## config.mk

```make
export PLATFORM = sky130hd
export DESIGN_NAME = fifo_drain_arb
export DESIGN_NICKNAME = d
export VERILOG_FILES = /design/src/rtl/fifo_drain_arb.sv
export SDC_FILE = /design/constraint.sdc
export NUM_CORES = 1
export LEC_CHECK = 0
export ABC_AREA = 1
export CORE_ASPECT_RATIO = 0.5
export CORE_UTILIZATION = 60
export DETAILED_ROUTE_END_ITERATION = 12
export DONT_BUFFER_PORTS = 1
export PLACE_DENSITY = 0.72
export SLEW_MARGIN = 20
export SYNTH_ARGS = -nofsm -noshare
export SYNTH_HDL_FRONTEND = slang
export SYNTH_SLANG_ARGS = --single-unit
```

## constraint.sdc

```tcl
create_clock -name clk -period 5.8 [get_ports clk]
set_input_delay 1.16 -clock clk [delete_from_list [all_inputs] [get_ports clk]]
set_output_delay 1.16 -clock clk [all_outputs]
set_load 0.005 [all_outputs]
```

## src/rtl/fifo_drain_arb.sv

```systemverilog
// Round-robin drain of an N_DTPS-lane FWFT FIFO bank onto one valid/ready stream.
// Each output word is tagged with its source lane; a lane may be drained in bursts of up to MAX_BURST words.
module fifo_drain_arb #(
    parameter  int unsigned N_DTPS     = 4,
    parameter  int unsigned FIFO_WIDTH = 16,
    parameter  int unsigned MAX_BURST  = 1,
    localparam int unsigned IDW        = $clog2(N_DTPS)
) (
    input  logic                         clk,
    input  logic                         rst,
    input  logic [N_DTPS*FIFO_WIDTH-1:0] out_fifo,
    input  logic [N_DTPS-1:0]            is_fifo_empty,
    output logic [N_DTPS-1:0]            i_pop,
    input  logic                         i_en,
    output logic [FIFO_WIDTH-1:0]        o_data,
    output logic [IDW-1:0]               o_id,
    output logic                         o_valid,
    input  logic                         i_ready
);

    localparam int unsigned BW = $clog2(MAX_BURST + 1);

    logic [IDW-1:0]        last_q, last_d;
    logic [BW-1:0]         burst_q, burst_d;
    logic [FIFO_WIDTH-1:0] data_d;
    logic [IDW-1:0]        id_d;
    logic                  valid_d;

    logic [IDW-1:0]        sel;
    logic [IDW-1:0]        cand;
    logic                  found;
    logic                  stay;
    logic                  any_ready;
    logic                  load;

    // burst_q==0 only after reset, so the first search always rotates and starts at lane 0
    always_comb begin : lane_select
        stay  = (burst_q != '0) && (burst_q < BW'(MAX_BURST)) && !is_fifo_empty[last_q];
        sel   = last_q;
        cand  = last_q;
        found = 1'b0;
        if (!stay) begin
            for (int unsigned k = 1; k <= N_DTPS; k++) begin
                cand = IDW'((32'(last_q) + k) % N_DTPS);
                if (!found && !is_fifo_empty[cand]) begin
                    sel   = cand;
                    found = 1'b1;
                end
            end
        end
    end

    always_comb begin : pop_ctrl
        any_ready = (~is_fifo_empty) != '0;
        load      = !rst && i_en && (!o_valid || i_ready) && any_ready;
        i_pop     = load ? (N_DTPS'(1) << sel) : '0;
    end

    always_comb begin : next_state
        last_d  = last_q;
        burst_d = burst_q;
        data_d  = o_data;
        id_d    = o_id;
        valid_d = o_valid;
        if (load) begin
            data_d  = out_fifo[32'(sel) * FIFO_WIDTH +: FIFO_WIDTH];
            id_d    = sel;
            valid_d = 1'b1;
            last_d  = sel;
            burst_d = stay ? burst_q + BW'(1) : BW'(1);
        end else if (o_valid && i_ready) begin
            valid_d = 1'b0;
        end
    end

    always_ff @(posedge clk or posedge rst) begin : regs
        if (rst) begin
            last_q  <= IDW'(N_DTPS - 1);
            burst_q <= '0;
            o_data  <= '0;
            o_id    <= '0;
            o_valid <= 1'b0;
        end else begin
            last_q  <= last_d;
            burst_q <= burst_d;
            o_data  <= data_d;
            o_id    <= id_d;
            o_valid <= valid_d;
        end
    end

endmodule

```

---- Word level (Yosys, flattened, before mapping) ----
Index checks and enable logic that the tools add are counted.
W data, S select, Z words.
word-level totals
  bits in registers ....................... 22
  output and inout port bits .............. 23
  word-level logic and storage cells ...... 65
cells by class
  $add $sub $neg .......................... 5
  magnitude comparators ................... 6
  shift-type cells ........................ 2
  multiplexer cells ....................... 25
  bitwise operators ....................... 1
  reductions and logical operators ........ 21
operator list
  cell                   number
  $shiftx A64 B7 Y16     1
  $lt A2 B3 Y1 const B   5
  $mux W1                14
  $bmux W1 S2            5
  $mux W2                5
  $logic_and A1 B1 Y1    9
  $logic_not A1 Y1       9
  $add A2 B1 Y2 const B  2
  $add A2 B2 Y2 const B  2
  $mux W4                1
  $not A4 Y4             1
  $reduce_bool A4 Y1     1
  $shl A1 B2 Y4 const A  1
  $reduce_bool A2 Y1     1
  $add A1 B1 Y1 const B  1
  $logic_or A1 B1 Y1     1
  $lt A1 B1 Y1 const B   1

---- Logic depth before layout (Yosys ltp) ----
  depth in word-level cells ............... 19
  mapped depth ............................ 16
  gate-level depth less buffers ........... 14

---- Worst setup path before layout ----
Ideal clock, no wire load.
  path type ............................... input to output
  from .................................... in rst
  to ...................................... out i_pop[1]
  data arrival time ....................... 2.593 ns
  required time ........................... 4.640 ns
  setup slack ............................. 2.047 ns
  stages .................................. 7
  buffers on the path ..................... 1
  cell sequence ........................... inv_1 -> o211a_1 -> nand2_1 -> inv_1 -> nand2_2 -> buf_6 -> nor2_1
on the way
  cells in the longest elaborated chain, start to end .. 5
ends and longest elaborated chain
  element                            line  source
  from (decl)                        10    input logic rst,
  $logic_not A1 Y1 (no source line)  --
  $logic_and A1 B1 Y1 (3 in a row)   55    load = !rst && i_en && (!o_valid || i_ready) && any_ready;
  $mux W4                            56    i_pop = load ? (N_DTPS'(1) << sel) : '0;
  to (decl)                          13    output logic [N_DTPS-1:0] i_pop,
No other way between the ends.

---- Worst setup path after layout ----
Ends and elaborated chain as after synthesis.

==> metrics <==
status=finished, final reports clean; HPWL Detailed=3420 µm; Synth cell types=22; pre-CTS setup slack=1.85 ns; Cells after Synth=306; net load switching power=0.000717 W; number of vias per cell=5.42; Non-Filler Instances=337; power share of the clock group=7.8%; Die ar.=3340 µm²; Die Span Y=41.4 µm; Int Power=0.000538 W; VDD IR max=0.477 mV; H-Tree Depth=1; cell leakage power=1.06 nW; pin count of the biggest net entering global routing=23; post-route setup slack=1.86 ns; Synthesized Nets=378; global-route wire length before repair=6820 µm; Post-CTS Setup Bufs=0; post-cts sizing count=0; routability congestion estimate=0.839; commonest non-fill, non-tap cell in the layout=nand2_1; Overflow after GRT=0; overall routing resource usage=29.3%; power share of the sequential group=23.2%; Power Density=673 nW/µm²; Via Count=1828; I/O Buffers=0; Yosys reg bits=21; row count=13; Initial Util=67.3%; Fmax=254 MHz; initial antenna violation count=0; Detailed Routing Iterations Pass 1=4; Worst setup SP type=primary input; CP max FO=22; Core ar.=2770 µm²; Comb pwr share=69.0%; WS Path Type=primary input to primary output; Fin. Hold Viols=0; crit path capture type=primary output; n_diodes=0; 1st-iter DRT viols=109; Setup TNS=0 ns; post-placement cell count=333; TritonCTS clock tree=built; Slew Limit Fails=0; Bufs on Longest Clock Path=2; clk slew on worst S/H paths=0.07 ns; Period Utilization, post-route=68.0%; post-route ant nets=0; Inserted Clock Buffers=3; total detailed-routing wirelength=4660 µm; area grow syn2layout=0.202%; width of the chip=80.8 µm; # clock sinks=21; Max Cap Violations=0; Worst-Skew Late Latency=0.27 ns; Final min period=3.94 ns; wire per inst=13.8 µm; Worst Max-Slew Pin Slew=0.811 ns; sequential area share after synthesis=28.4%; Data arrival, critical path=2.78 ns; RSZ-0062 raised after global routing=no; Slew HR=45.8%; CTS root buf=clkbuf_8; IO Pins=95; DRC Markers=0; layout net count=373; fraction of final layout cells sized beyond drive strength 1=14.0%; number of global-route vias before repair=1521; hold_buf cts=0; Setup Skew=0.00518 ns; Synth Warn #=0; most frequent cells in the layout=nand2_1 (128), nor2_1 (38), nand3_1 (38), inv_1 (26), dfrtp_1 (19); Crit path required time=4.64 ns; mean area per synthesized cell=6.08 µm²; Switching Fraction=57.1%; synthesized area=1860 µm²; # setup viols final=0; Hold Path Class=flop to flop
==> flip-flops by register name, indices dropped and copies added, names as in the netlist <==
register and count:
o_data 16, last_q 2, o_id 2, o_valid 1
==> power by group through the flow <==
stage | Clock, W | Combinational [W] | Sequential, W
after floorplan | 0 | 0.000781 | 0.000264
after global placement | 0 | 0.000831 | 0.000291
after detailed placement | 0 | 0.000858 | 0.000292
after CTS | 0.0000991 | 0.000859 | 0.000291
after global routing | 0.000106 | 0.000987 | 0.000299
final | 0.0000981 | 0.000866 | 0.000291
==> final timing paths <==
kind	startpoint	to	slack [ns]	cells after the start
setup / recovery	rst	i_pop[1]	1.86	7
hold / removal	o_id[1]	o_id[1]	0.51	2
setup reg to reg	last_q[0]	o_data[4]	3.26	11
hold reg to reg	o_id[1]	o_id[1]	0.51	2
max in group asynchronous	rst	last_q[0]	4.74	2
min in group asynchronous	rst	o_data[11]	0.80	2
==> layer usage <==
metal / part of all wire [%] / vias to the layer above / wire (µm) / GRT usage (%)
met2: 43 / 73 / 1990 / 48.3
li1: - / 929 / - / -
met3: 9.2 / 10 / 428 / 8.91
met5: 0 / - / 0 / 0
met4: 1.9 / 0 / 90 / 12.9
met1: 46 / 816 / 2140 / 37.0
==> synth_stat cells <==
cell      number  area share [%]
nand3_4        1            0.94
a21oi_1        3            0.81
nand3_1       38              10
nand2_4        4             2.4
nand2_2        8             2.7
clkbuf_1       1            0.20
buf_4          2            0.81
inv_1         26             5.2
buf_2          2            0.54
nor2_4         2             1.2
o211a_1        1            0.54
o21ai_0        2            0.54
nand4_4        1             1.1
inv_6          1            0.47
dfrtp_1       19              26
buf_6          6             3.6
nand2_1      128              26
dfstp_2        2             2.8
or2_2         16             5.4
nand4_1        3             1.0
inv_2          2            0.40
nor2_1        38             7.7
==> cell families (layout without fill, tap and decap cells) <==
group,Yosys count,in the layout,synth area share [%]
simple gates,239,239,58.5
buf+inv,40,34,11.3
flops,21,21,28.4
compound gates,6,6,1.88
==> layout make-up <==
| cell class | instances | area (µm²) |
|---|---|---|
| clock buffers | 3 | 41.3 |
| clock inverters | 1 | 5.00 |
| fillers | 256 | 900 |
| inverters | 29 | 114 |
| multi-input cells | 245 | 1120 |
| flip-flops and latches | 21 | 528 |
| well taps | 37 | 46.3 |
| repair buffers | 1 | 7.51 |
==> worst max-delay path, cell delays in order <==
cell	delay, ns
inv_1	0.03
buf_4	0.26
o211a_1	0.19
nand2_1	0.17
inv_1	0.41
nand2_2	0.33
nor2_1	0.22
==> stage by stage <==
step                      hold slack, ns  power (W)  utilization (%)  area [µm²]
after floorplan                    0.473    0.00104                -        1860
after global placement             0.505    0.00112             65.8        1820
after detailed placement           0.498    0.00115             65.8        1820
after CTS                          0.516    0.00125             67.5        1870
after global routing               0.570    0.00139             67.5        1870
final                              0.511    0.00126             67.5        1870
(Power assumes the default switching activity.)
